## config.mk

```make
export PLATFORM = sky130hd
export DESIGN_NAME = parking_gate_ctrl_flat
export DESIGN_NICKNAME = d
export VERILOG_FILES = /design/src/rtl/parking_gate_ctrl_if.sv /design/src/rtl/parking_gate_ctrl.sv /design/src/flat_wrapper.sv
export SDC_FILE = /design/constraint.sdc
export NUM_CORES = 1
export LEC_CHECK = 0
export ABC_AREA = 1
export ABC_CLOCK_PERIOD_IN_PS = 2600
export BUFFER_PORTS_ARGS = -buffer_cell sky130_fd_sc_hd__buf_2
export CELL_PAD_IN_SITES_DETAIL_PLACEMENT = 1
export CELL_PAD_IN_SITES_GLOBAL_PLACEMENT = 1
export CORE_AREA = 2 2 57 59
export DETAILED_ROUTE_END_ITERATION = 16
export DIE_AREA = 0 0 59 61
export PLACE_DENSITY_LB_ADDON = 0.08
export RECOVER_POWER = 100
export SLEW_MARGIN = 5
export SYNTH_ARGS = -nofsm -noshare
export SYNTH_HDL_FRONTEND = slang
export SYNTH_SLANG_ARGS = --single-unit
```

## constraint.sdc

```tcl
create_clock -name clk -period 2.6 [get_ports clk]
set_input_delay 0.26 -clock clk [delete_from_list [all_inputs] [get_ports clk]]
set_output_delay 0.26 -clock clk [all_outputs]
set_load 0.005 [all_outputs]
```

## src/rtl/parking_gate_ctrl_if.sv

```systemverilog
// Signal bundle between the sensor/keypad front end and the parking gate controller.
// master drives the sensors and keypad; slave is the controller.
interface parking_gate_ctrl_if #(
  parameter int unsigned PW_WIDTH = 4,
  parameter int unsigned CNT_W    = 5
);
  logic                sensor_entrance;
  logic                sensor_exit;
  logic                car_depart;
  logic                pw_valid;
  logic [PW_WIDTH-1:0] pw_in;
  logic                green_led;
  logic                red_led;
  logic                lot_full;
  logic [CNT_W-1:0]    occupancy;
  logic [2:0]          state;
  logic                alarm;

  modport master (
    output sensor_entrance, sensor_exit, car_depart, pw_valid, pw_in,
    input  green_led, red_led, lot_full, occupancy, state, alarm
  );

  modport slave (
    input  sensor_entrance, sensor_exit, car_depart, pw_valid, pw_in,
    output green_led, red_led, lot_full, occupancy, state, alarm
  );
endinterface

```

## src/rtl/parking_gate_ctrl.sv

```systemverilog
// Multi-slot parking entry gate: password check, occupancy tracking, entry timeout, tailgate alarm.
// Define PARKING_LOCKOUT_EN to build the wrong-password counter and the LOCKED state.
module parking_gate_ctrl #(
  parameter int unsigned          CAPACITY    = 16,
  parameter int unsigned          PW_WIDTH    = 4,
  parameter logic [PW_WIDTH-1:0]  PASSWORD    = 4'b0110,
  parameter int unsigned          TIMEOUT_CYC = 1000,
  parameter int unsigned          MAX_TRIES   = 3,
  parameter int unsigned          LOCK_CYC    = 5000
) (
  input  logic               clk,
  input  logic               reset_n,
  parking_gate_ctrl_if.slave bus
);

  localparam int unsigned CNT_W = $clog2(CAPACITY + 1);
`ifdef PARKING_LOCKOUT_EN
  localparam int unsigned TMR_MAX = (LOCK_CYC > TIMEOUT_CYC) ? LOCK_CYC : TIMEOUT_CYC;
  localparam int unsigned TRY_W   = $clog2(MAX_TRIES + 1);
`else
  localparam int unsigned TMR_MAX = TIMEOUT_CYC;
`endif
  localparam int unsigned TMR_W = $clog2(TMR_MAX + 1);

  if (CAPACITY < 1 || TIMEOUT_CYC < 2 || MAX_TRIES < 1 || LOCK_CYC < 1) begin : g_bad_param
    $error("parking_gate_ctrl: illegal parameter value");
  end

  typedef enum logic [2:0] {
    StIdle      = 3'd0,
    StWaitPass  = 3'd1,
    StWrongPass = 3'd2,
    StRightPass = 3'd3,
    StStop      = 3'd4,
    StLocked    = 3'd5
  } state_e;

  state_e           state_q, state_d;
  logic [TMR_W-1:0] timer_q, timer_d;
  logic [CNT_W-1:0] occ_q, occ_d;
`ifdef PARKING_LOCKOUT_EN
  logic [TRY_W-1:0] tries_q, tries_d;
`endif

  logic lot_full;
  logic pw_ok;
  logic occ_inc;
  logic green, red, alarm;

  assign lot_full = (occ_q == CNT_W'(CAPACITY));
  assign pw_ok    = bus.pw_valid && (bus.pw_in == PASSWORD);

  always_ff @(posedge clk or negedge reset_n) begin
    if (!reset_n) begin
      state_q <= StIdle;
      timer_q <= '0;
      occ_q   <= '0;
    end else begin
      state_q <= state_d;
      timer_q <= timer_d;
      occ_q   <= occ_d;
    end
  end

`ifdef PARKING_LOCKOUT_EN
  always_ff @(posedge clk or negedge reset_n) begin
    if (!reset_n) begin
      tries_q <= '0;
    end else begin
      tries_q <= tries_d;
    end
  end
`endif

  // Timer only runs while waiting for a password or while locked; every other path zeroes it.
  always_comb begin
    state_d = state_q;
    timer_d = '0;
`ifdef PARKING_LOCKOUT_EN
    tries_d = tries_q;
`endif
    occ_inc = 1'b0;
    green   = 1'b0;
    red     = 1'b0;
    alarm   = 1'b0;
    case (state_q)
      StIdle: begin
        red = lot_full;
        if (bus.sensor_entrance && !lot_full) begin
          state_d = StWaitPass;
        end
      end
      StWaitPass, StWrongPass: begin
        red = 1'b1;
        if (pw_ok) begin
          state_d = StRightPass;
`ifdef PARKING_LOCKOUT_EN
          tries_d = '0;
`endif
        end else if (bus.pw_valid) begin
`ifdef PARKING_LOCKOUT_EN
          tries_d = tries_q + 1'b1;
          state_d = (tries_q == TRY_W'(MAX_TRIES - 1)) ? StLocked : StWrongPass;
`else
          state_d = StWrongPass;
`endif
        end else if (timer_q == TMR_W'(TIMEOUT_CYC - 1)) begin
          state_d = StIdle;
`ifdef PARKING_LOCKOUT_EN
          tries_d = '0;
`endif
        end else begin
          timer_d = timer_q + 1'b1;
        end
      end
      StRightPass: begin
        green = 1'b1;
        if (bus.sensor_entrance && bus.sensor_exit) begin
          state_d = StStop;
        end else if (bus.sensor_exit) begin
          state_d = StIdle;
          occ_inc = 1'b1;
        end
      end
      StStop: begin
        red   = 1'b1;
        alarm = 1'b1;
        if (pw_ok) begin
          state_d = StRightPass;
        end
      end
`ifdef PARKING_LOCKOUT_EN
      StLocked: begin
        red   = 1'b1;
        alarm = 1'b1;
        if (timer_q == TMR_W'(LOCK_CYC - 1)) begin
          state_d = StIdle;
          tries_d = '0;
        end else begin
          timer_d = timer_q + 1'b1;
        end
      end
`endif
      default: state_d = StIdle;
    endcase
  end

  // Saturating occupancy; an arrival and a departure in the same cycle cancel.
  always_comb begin
    occ_d = occ_q;
    if (occ_inc && !bus.car_depart && !lot_full) begin
      occ_d = occ_q + 1'b1;
    end else if (bus.car_depart && !occ_inc && (occ_q != '0)) begin
      occ_d = occ_q - 1'b1;
    end
  end

  assign bus.green_led = green;
  assign bus.red_led   = red;
  assign bus.alarm     = alarm;
  assign bus.lot_full  = lot_full;
  assign bus.occupancy = occ_q;
  assign bus.state     = state_q;

endmodule

```

## src/flat_wrapper.sv

```systemverilog
// flat-port wrapper written by rule: the top's interface ports become plain ports
module parking_gate_ctrl_flat 
#(
  parameter int unsigned          CAPACITY    = 16,
  parameter int unsigned          PW_WIDTH    = 4,
  parameter logic [PW_WIDTH-1:0]  PASSWORD    = 4'b0110,
  parameter int unsigned          TIMEOUT_CYC = 1000,
  parameter int unsigned          MAX_TRIES   = 3,
  parameter int unsigned          LOCK_CYC    = 5000
)
  (clk, reset_n, bus_sensor_entrance, bus_sensor_exit, bus_car_depart, bus_pw_valid, bus_pw_in, bus_green_led, bus_red_led, bus_lot_full, bus_occupancy, bus_state, bus_alarm);
  parking_gate_ctrl_if #(.PW_WIDTH(PW_WIDTH), .CNT_W(5)) bus_i ();
  input  logic clk;
  input  logic reset_n;
  input wire logic [$bits(bus_i.sensor_entrance)-1:0] bus_sensor_entrance;
  input wire logic [$bits(bus_i.sensor_exit)-1:0] bus_sensor_exit;
  input wire logic [$bits(bus_i.car_depart)-1:0] bus_car_depart;
  input wire logic [$bits(bus_i.pw_valid)-1:0] bus_pw_valid;
  input wire logic [$bits(bus_i.pw_in)-1:0] bus_pw_in;
  output wire logic [$bits(bus_i.green_led)-1:0] bus_green_led;
  output wire logic [$bits(bus_i.red_led)-1:0] bus_red_led;
  output wire logic [$bits(bus_i.lot_full)-1:0] bus_lot_full;
  output wire logic [$bits(bus_i.occupancy)-1:0] bus_occupancy;
  output wire logic [$bits(bus_i.state)-1:0] bus_state;
  output wire logic [$bits(bus_i.alarm)-1:0] bus_alarm;
  assign bus_i.sensor_entrance = bus_sensor_entrance;
  assign bus_i.sensor_exit = bus_sensor_exit;
  assign bus_i.car_depart = bus_car_depart;
  assign bus_i.pw_valid = bus_pw_valid;
  assign bus_i.pw_in = bus_pw_in;
  assign bus_green_led = bus_i.green_led;
  assign bus_red_led = bus_i.red_led;
  assign bus_lot_full = bus_i.lot_full;
  assign bus_occupancy = bus_i.occupancy;
  assign bus_state = bus_i.state;
  assign bus_alarm = bus_i.alarm;
  parking_gate_ctrl #(.CAPACITY(CAPACITY), .PW_WIDTH(PW_WIDTH), .PASSWORD(PASSWORD), .TIMEOUT_CYC(TIMEOUT_CYC), .MAX_TRIES(MAX_TRIES), .LOCK_CYC(LOCK_CYC)) u_core (.clk(clk), .reset_n(reset_n), .bus(bus_i));
endmodule
```

==> results of run 1 <==
==> power groups by stage <==
stage | clock network [mW] | registers, mW | logic [mW]
after detailed placement | 0 | 0.430 | 0.493
final | 0.174 | 0.425 | 0.467
after global placement | 0 | 0.425 | 0.489
after CTS | 0.184 | 0.425 | 0.496
after global routing | 0.200 | 0.441 | 0.548
after floorplan | 0 | 0.422 | 0.339
==> state kept, by name, indices dropped and copies added, names as in the netlist <==
register              flops
u_core.timer_q           10
u_core.bus.state          3
u_core.bus.occupancy      5
==> stage by stage <==
step | std cells | power [mW]
3_3_place_gp | 195 | 0.914
4_1_cts | 200 | 1.11
3_5_place_dp | 195 | 0.923
6_report | 200 | 1.07
5_1_grt | 200 | 1.19
2_1_floorplan | 142 | 0.761
==> metal layers <==
metal	GRT usage, %	share of wire, %	up-vias
met5	0	0	-
met4	7.79	1.1	0
met3	2.35	2.7	2
met2	26.3	50	8
met1	18.8	46	465
li1	-	-	502
==> cell families after synthesis <==
| family | Yosys count |
|---|---|
| AND/OR/NAND/NOR | 81 |
| buffers and inverters | 20 |
| flip-flops | 18 |
| AO/OA/AOI/OAI | 11 |
| XOR/XNOR | 6 |
| adder cells (fa/ha/maj) | 6 |
==> how the worst max path moves through the flow <==
stage	from	to	slack [ps]
CTS	u_core.bus.occupancy[0]	u_core.bus.occupancy[4]	370
floorplan	u_core.bus.occupancy[1]	u_core.bus.occupancy[4]	690
detailed placement	u_core.bus.occupancy[0]	u_core.bus.occupancy[4]	400
finish	u_core.bus.occupancy[0]	u_core.bus.occupancy[4]	410
global route	u_core.bus.occupancy[0]	u_core.bus.occupancy[4]	160
global placement	u_core.bus.occupancy[0]	u_core.bus.occupancy[4]	550
==> cell type report <==
cell class	count	area, µm²
fill	390	1690
multi-input combinational	104	563
sequential	18	450
timing repair buffer	22	103
inverter	19	71.3
tap	33	41.3
clock buffer	4	36.3
==> cell usage after synthesis <==
| master | count | area (µm²) |
|---|---|---|
| nor3b_1 | 2 | 15.0 |
| nand4_1 | 4 | 25.0 |
| nand2_2 | 2 | 12.5 |
| buf_6 | 1 | 11.3 |
| inv_1 | 19 | 71.3 |
| nand2_1 | 31 | 116 |
| ha_1 | 5 | 62.6 |
| nor3_1 | 4 | 20.0 |
| fa_1 | 1 | 20.0 |
| a22oi_1 | 1 | 7.51 |
| o21ai_2 | 1 | 8.76 |
| a31o_2 | 1 | 8.76 |
| nor3_2 | 3 | 30.0 |
| nand3_2 | 1 | 10.0 |
| nand3_1 | 9 | 45.0 |
| dfrtp_1 | 18 | 450 |
| xor2_1 | 5 | 43.8 |
| o21ai_0 | 1 | 5.00 |
| a21oi_1 | 6 | 30.0 |
| nor2_1 | 25 | 93.8 |
| o21bai_1 | 1 | 7.51 |
| xnor2_1 | 1 | 8.76 |
==> critical path, cell delays in order, from the launching register on <==
cell,delay [ps]
dfrtp_1,450
nor2_1,190
nand3_1,180
nand3_2,200
inv_1,90
fa_1,400
o21ai_0,250
inv_1,70
nand3_1,100
nand2_1,60
nand2_1,60
nand2_1,50
==> cell usage in the layout, fill, tap and decap left out <==
master,count
nand3_1,9
dlygate4sd3_1,1
a31o_2,1
nand2_1,32
a22oi_1,1
dfrtp_1,18
o21bai_1,1
nand4_1,4
clkbuf_1,9
xor2_1,5
clkbuf_4,3
nor3_1,5
a21oi_1,6
o21ai_0,1
nor3_2,2
buf_1,1
buf_2,11
clkbuf_8,1
fa_1,1
o21ai_2,1
inv_1,19
xnor2_1,1
nand2_2,1
nor2_1,25
nand3_2,1
nor3b_1,2
ha_1,5
==> what timing repair did <==
item | in CTS | in global routing
hold buffers | 1 | 0
endpoints found under the hold margin | 18 | 0
resized for setup | 0 | 0
==> flow_summary.ini, run 1 <==
[run_status]
status = completed

[route]
ant_nets = 0
drc = 0
drt-initial-drc-count = 27
wl_per_cell_um = 12.0
drtPass1Iterations = 4
wirelength_um = 2400
detail_route.vias_per_cell = 4.89
routed-via-count = 977

[clock_network]
path_clk_slew_ps = 110
cts_tree = built
cts_sinks = 18
cts_root_buf = clkbuf_4
postCtsSetupRepairBufs = 0
cts.path.max_buffers = 2
cts-buffers-inserted = 3
worstSkewPairLatency_ps = 290
cts_max_level = 1

[setup_path]
required_ps = 2790
startpoint_type = flip-flop
rr_worst_depth = 11
r2r-end = u_core.bus.occupancy[4]
worstPathArrival_ps = 2390
rrSetupSlack_ps = 410
reg2reg_from = u_core.bus.occupancy[0]
crit_type = reg2reg
crit_path_end_kind = flip-flop
critPathMaxFanout = 7

[sta]
post-route-worst-setup-slack_ps = 405
worst_pin_slew_ps = 998
fmax_mhz = 456
slew_violations = 0
relSlewSlack_pct = 33.5
skew_ps = 5.24
tns_ps = 0
hold_viol = 0
layout_min_cycle_time_ps = 2190
period_share_pct = 84.4
rsz0062_at_grt = no
hold_slack_ps = 247
setup-violations-final = 0

[place]
port_buffers = 21
place.gp.congestion = 0.807
pre_cts_ws_ps = 398
dpl-instance-area_mm2 = 0.00124
dp_hpwl_um = 1960

[layout]
syn_to_final_growth_pct = 14.6
fin_util_pct = 42.8
n_antenna_cell = 0
nNetsFinal = 184
drive_gt1_share_pct = 12.6
design_area_mm2 = 0.00126

[floorplan]
io_pins = 22
dieArea_mm2 = 0.00360
die_h_um = 61
rows = 20
start_util_pct = 37.4
floorplan.core_area_mm2 = 0.00295
die_x_um = 59

[logic_synthesis]
ys_types = 22
synth_area_mm2 = 0.00110
synthMuxAreaShare_pct = 0
synth_area_per_cell_um2 = 7.77
yosysSeqAreaShare_pct = 40.8
synth_xor_area_share_pct = 4.76
netlist_instances = 142
synth_compound_area_share_pct = 6.12
synthAdderAreaFrac_pct = 7.48
ys_ff_latch = 18
synth_top_family_by_area = simple AND/OR/NAND/NOR gates
synth-simple-area-share_pct = 33.3
syn-num-nets = 158
ys_warn_count = 0

[hold_path]
hp-start = bus_sensor_entrance
hold_depth = 2
min_to = u_core.bus.state[2]
min_path_type = in2reg

[global_routing]
grt_pass1_wl_um = 4180
grt-ovfl-total = 0
grt_pass1_vias = 996
track_usage_pct = 15.4
grt_antenna_before_repair = 0
grt_max_degree = 19

[power_and_ir_drop]
comb_power_share_pct = 43.8
pwr-share-seq_pct = 39.9
p_leak_nw = 0.644
power_per_cell_area_mw_per_mm2 = 843
swShare_pct = 41.5
ir_drop_mv = 0.356
p_int_mw = 0.624
power_switching_mw = 0.443
p_clk_share_pct = 16.3

[job]
max_cap_viol_count = 0
No activity file was read; power rests on OpenSTA's default activity.
==> inputs of run 2 (changes only) <==
--- a/config.mk
+++ b/config.mk
@@ -6,13 +6,13 @@
 export NUM_CORES = 1
 export LEC_CHECK = 0
 export ABC_AREA = 1
-export ABC_CLOCK_PERIOD_IN_PS = 2600
+export ABC_CLOCK_PERIOD_IN_PS = 1900
 export BUFFER_PORTS_ARGS = -buffer_cell sky130_fd_sc_hd__buf_2
 export CELL_PAD_IN_SITES_DETAIL_PLACEMENT = 1
 export CELL_PAD_IN_SITES_GLOBAL_PLACEMENT = 1
-export CORE_AREA = 2 2 57 59
+export CORE_AREA = 2 2 60 62
 export DETAILED_ROUTE_END_ITERATION = 16
-export DIE_AREA = 0 0 59 61
+export DIE_AREA = 0 0 62 64
 export PLACE_DENSITY_LB_ADDON = 0.08
 export RECOVER_POWER = 100
 export SLEW_MARGIN = 5
==> constraint.sdc (replaced) <==
create_clock -name clk -period 1.9 [get_ports clk]
set_input_delay 0.19 -clock clk [delete_from_list [all_inputs] [get_ports clk]]
set_output_delay 0.19 -clock clk [all_outputs]
set_load 0.005 [all_outputs]
==> flow_summary.ini, run 2 (synthesis gave the netlist of run 1 again) <==
[place]
place.gp.congestion = 0.768
port_buffers = 21
dp_hpwl_um = 2190
pre_cts_ws_ps = -32.0

[layout]
drive_gt1_share_pct = 26.3
largest_reg_flops = 10
mostFrequentLayoutCells = nand2_1 (31), nor2_1 (22), buf_2 (19)
n_fill_cell = 418
seqCellArea_um2 = 450
n_antenna_cell = 0
final_common_cell = nand2_1
multiInputGateArea_um2 = 628
largest_register = u_core.timer_q
fin_util_pct = 43.5
nNetsFinal = 196
syn_to_final_growth_pct = 29.5

[sta]
post-route-worst-setup-slack_ps = 63.8
slew_violations = 0
skew_ps = 2.95
hold_viol = 0
setup-violations-final = 0
period_share_pct = 96.6
worst_pin_slew_ps = 984
fmax_mhz = 545
layout_min_cycle_time_ps = 1840
relSlewSlack_pct = 34.4
hold_slack_ps = 164

[floorplan]
start_util_pct = 33.6
rows = 21
die_h_um = 64
dieArea_mm2 = 0.00397
die_x_um = 62
floorplan.core_area_mm2 = 0.00328
io_pins = 22

[setup_path]
cp_slowest_cell = dfrtp_1
cpPeakStageDelay_ps = 400
worstPathArrival_ps = 2000
crit_path_end_kind = flip-flop
required_ps = 2060
cp_cell_sequence = inv_2 -> nand3_4 -> nor2_4 -> nand3_2 -> buf_6 -> ha_1 -> a21oi_1 -> nand2_1 -> xnor2_1 -> a21oi_1
critPathMaxFanout = 5
crit_type = reg2reg
startpoint_type = flip-flop
worst_path_most_repeated_cell = a21oi_1

[clock_network]
path_clk_slew_ps = 110
cts-buffers-inserted = 3
cts_sinks = 18
cts_max_level = 1
cts.path.max_buffers = 2
cts_tree = built
cts_root_buf = clkbuf_4
worstSkewPairLatency_ps = 290

[route]
drc = 0
detail_route.vias_per_cell = 4.67
ant_nets = 0
drtPass1Iterations = 4
routed-via-count = 1051
wirelength_um = 2750
drt-initial-drc-count = 13
wl_per_cell_um = 12.2

[power_and_ir_drop]
ir_drop_mv = 0.477
pwr-share-seq_pct = 33.7
p_int_mw = 0.961
p_clk_share_pct = 14.5
swShare_pct = 41.6
power_per_cell_area_mw_per_mm2 = 1150
p_leak_nw = 0.712
power_switching_mw = 0.686
comb_power_share_pct = 51.9

[global_routing]
grt-ovfl-total = 0
grt_pass1_wl_um = 4460
grt_antenna_before_repair = 0
track_usage_pct = 14.9
grt_max_degree = 19
grt_pass1_vias = 1079

[run_status]
status = completed

[job]
max_cap_viol_count = 0

[hold_path]
min_path_type = in2reg
-- run 2: cell types whose count changed in the layout (fill, tap and decap cells not counted), sizes merged --
| cell | delta |
|---|---|
| buf | +13 |
| clkbuf | -1 |
-- run 2: area by class of cell --
class | count | share of cell area (%)
Inverter | 19 | 4.99
Clock buffer | 4 | 2.54
Multi-Input combinational cell | 104 | 44.0
Sequential cell | 18 | 31.5
Timing Repair Buffer | 34 | 13.0
Tap cell | 46 | 4.03
-- run 2: repair_timing --
action                                  4_1_cts  5_1_grt
pin swaps                                     0        3
resized for setup                             2       13
hold endpoints to repair                     18        0
endpoints found under the setup margin        1        3
setup buffers                                 0        2
hold buffers                                  1        0
-- run 2: critical path: cells and delay by family, from the launching register on --
kind / cells / cell delay (ps)
xor+xnor: 1 / 150
fa+ha+maj: 1 / 320
buf+inv: 2 / 230
flops: 1 / 400
compound gates: 2 / 230
simple gates: 4 / 390
-- run 2: power groups by stage --
stage               Sequential (mW)  Clock, mW  Combinational (mW)
floorplan                     0.578          0               0.466
global placement              0.539          0               0.818
detailed placement            0.544          0               0.845
CTS                           0.538      0.250               0.859
global route                  0.570      0.267               0.984
finish                        0.555      0.238               0.854
-- run 2: final timing paths --
check	from	endpoint	slack [ps]	cells past startpoint
setup / recovery	u_core.bus.state[2]	u_core.bus.occupancy[3]	60	10
hold reg to reg	u_core.timer_q[0]	u_core.timer_q[0]	470	1
hold / removal	bus_sensor_entrance	u_core.bus.state[2]	160	2
max in group asynchronous	reset_n	u_core.timer_q[0]	740	2
setup reg to reg	u_core.bus.state[2]	u_core.bus.occupancy[3]	60	10
min in group asynchronous	reset_n	u_core.timer_q[7]	570	2
-- run 2: metal layers --
| layer | track usage (%) | wire [µm] |
|---|---|---|
| met1 | 17.6 | 1190 |
| met2 | 26.4 | 1490 |
| met3 | 2.43 | 43 |
| met4 | 4.79 | 27 |
| met5 | 0 | 0 |
-- run 2: stage by stage --
| step | cells | area, µm² | total power [mW] | TNS, ps |
|---|---|---|---|---|
| finish | 225 | 1430 | 1.65 | 0 |
| global placement | 218 | 1330 | 1.36 | -4.72 |
| global route | 225 | 1430 | 1.82 | -82.2 |
| floorplan | 142 | 1100 | 1.04 | 0 |
| detailed placement | 218 | 1330 | 1.39 | -32.0 |
| CTS | 223 | 1380 | 1.65 | 0 |
==> inputs of run 3 (changes only) <==
--- a/config.mk
+++ b/config.mk
@@ -15,6 +15,7 @@
 export DIE_AREA = 0 0 62 64
 export PLACE_DENSITY_LB_ADDON = 0.08
 export RECOVER_POWER = 100
+export SETUP_SLACK_MARGIN = 0.4
 export SLEW_MARGIN = 5
 export SYNTH_ARGS = -nofsm -noshare
 export SYNTH_HDL_FRONTEND = slang
==> flow_summary.ini, run 3 (synthesis gave the netlist of run 1 again) <==
[sta]
worst_pin_slew_ps = 1030
post-route-worst-setup-slack_ps = 5.27
hold_viol = 0
skew_ps = 4.41
layout_min_cycle_time_ps = 1890
relSlewSlack_pct = 31.6
period_share_pct = 99.7
tns_ps = 0
slew_violations = 0
rsz0062_at_grt = yes
setup-violations-final = 0
fmax_mhz = 528

[floorplan]
floorplan.core_area_mm2 = 0.00328
dieArea_mm2 = 0.00397
die_x_um = 62
io_pins = 22
start_util_pct = 33.6
die_h_um = 64
rows = 21

[global_routing]
grtUsageMet1_pct = 20.8
grt-ovfl-total = 0
track_usage_pct = 17.0
grt_pass1_vias = 1142
grtUsageMet2_pct = 28.9
grt_max_degree = 19
grt_pass1_wl_um = 5100
use_met3_pct = 2.43
grt_antenna_before_repair = 0
grt_busiest_layer = met2

[layout]
n_fill_cell = 395
final_cell_count_no_fill = 244
syn_to_final_growth_pct = 64.5
nNetsFinal = 215
fin_util_pct = 55.3
n_antenna_cell = 0
largest_reg_flops = 10
largest_register = u_core.timer_q
drive_gt1_share_pct = 49.5
final_common_cell = nand2_1
mostFrequentLayoutCells = nand2_1 (25), buf_2 (19), dfrtp_1 (18)

[power_and_ir_drop]
power_per_cell_area_mw_per_mm2 = 1210
ir_drop_mv = 0.804
power.total_mw = 2.20
p_leak_nw = 0.867

[clock_network]
cts_root_buf = clkbuf_4
cts.path.max_buffers = 2
cts_tree = built
cts_sinks = 18
cts_max_level = 1
cts-buffers-inserted = 3
worstSkewPairLatency_ps = 300
path_clk_slew_ps = 110

[route]
drc = 0
drtPass1Iterations = 4
routed-via-count = 1164
wirelength_um = 3700
detail_route.vias_per_cell = 4.77
ant_nets = 0
wl_per_cell_um = 15.2
drt-initial-drc-count = 14

[run_status]
status = completed

[setup_path]
rrSetupSlack_ps = 5
required_ps = 2130
crit_type = reg2reg
crit_path_end_kind = flip-flop
worstPathArrival_ps = 2130
reg2reg_from = u_core.bus.occupancy[3]
r2r-end = u_core.bus.occupancy[2]
startpoint_type = flip-flop
critPathMaxFanout = 5
rr_worst_depth = 9

[hold_path]
hold_depth = 2
min_to = u_core.bus.state[2]
min_path_type = in2reg
hp-start = bus_sensor_entrance

[place]
pre_cts_ws_ps = -25.5
dp_cells = 216
place.gp.congestion = 0.785
dp_hpwl_um = 2240
port_buffers = 21

[job]
max_cap_viol_count = 0
## run 3: cell count changes in the layout (fill, tap and decap cells not counted), moves of 3 or more
cell / change
buf_6: +10
nor2_1: -9
buf_4: +6
nand2_1: -6
nor2_2: +5
inv_1: -4
nand2_2: +4
nor2_4: +4
ha_1: -3
inv_2: +3
nor3_1: -3
## run 3: per-stage QoR
step,hold WS (ps),area [µm²]
6_report,145,1820
5_1_grt,155,1820
4_1_cts,142,1560
3_5_place_dp,154,1320
3_3_place_gp,152,1320
2_1_floorplan,-106,1110
## run 3: layout make-up
| class | count | area (µm²) | share of cell area [%] |
|---|---|---|---|
| Clock buffer | 4 | 36.3 | 2.00 |
| Inverter | 19 | 73.8 | 4.07 |
| Multi-Input combinational cell | 105 | 832 | 45.8 |
| Sequential cell | 18 | 450 | 24.8 |
| Tap cell | 46 | 57.6 | 3.17 |
| Timing Repair Buffer | 52 | 365 | 20.1 |
## run 3: worst max-delay path by stage
stage / from / end / slack, ps / depth (start not counted)
after floorplan: u_core.bus.occupancy[0] / u_core.bus.occupancy[4] / 140 / 11
after global placement: u_core.bus.state[2] / u_core.bus.occupancy[4] / 90 / 12
after detailed placement: u_core.bus.state[2] / u_core.bus.occupancy[4] / -30 / 12
after CTS: u_core.bus.occupancy[2] / u_core.bus.occupancy[4] / 100 / 11
after global routing: u_core.bus.occupancy[3] / u_core.bus.occupancy[4] / -110 / 11
final: u_core.bus.occupancy[3] / u_core.bus.occupancy[2] / 5 / 9
## run 3: repair_timing
action / 4_1_cts / 5_1_grt
resized for setup: 25 / 50
hold buffers: 1 / 0
gates cloned: 0 / 1
pin swaps: 11 / 26
endpoints found under the hold margin: 18 / 0
setup buffers: 9 / 13
endpoints found under the setup margin: 8 / 21
## run 3: critical path, stage by stage, from the launching register on
cell and delay [ps]:
dfrtp_1 410, nor2_2 160, nand3_2 140, nand3_4 180
inv_2 70, fa_2 350, buf_4 140, buf_6 110
xor2_2 130, a21oi_1 120
## run 3: routing by layer
layer,wire (µm),up-vias
met2,2060,16
met4,50,0
met5,0,-
met3,64,6
met1,1530,572
li1,-,570
## run 3: where the power goes
group	internal [mW]	total (mW)	switching [mW]
logic	0.668	1.39	0.722
registers	0.475	0.561	0.0865
clock network	0.117	0.248	0.131
total	1.26	2.20	0.939
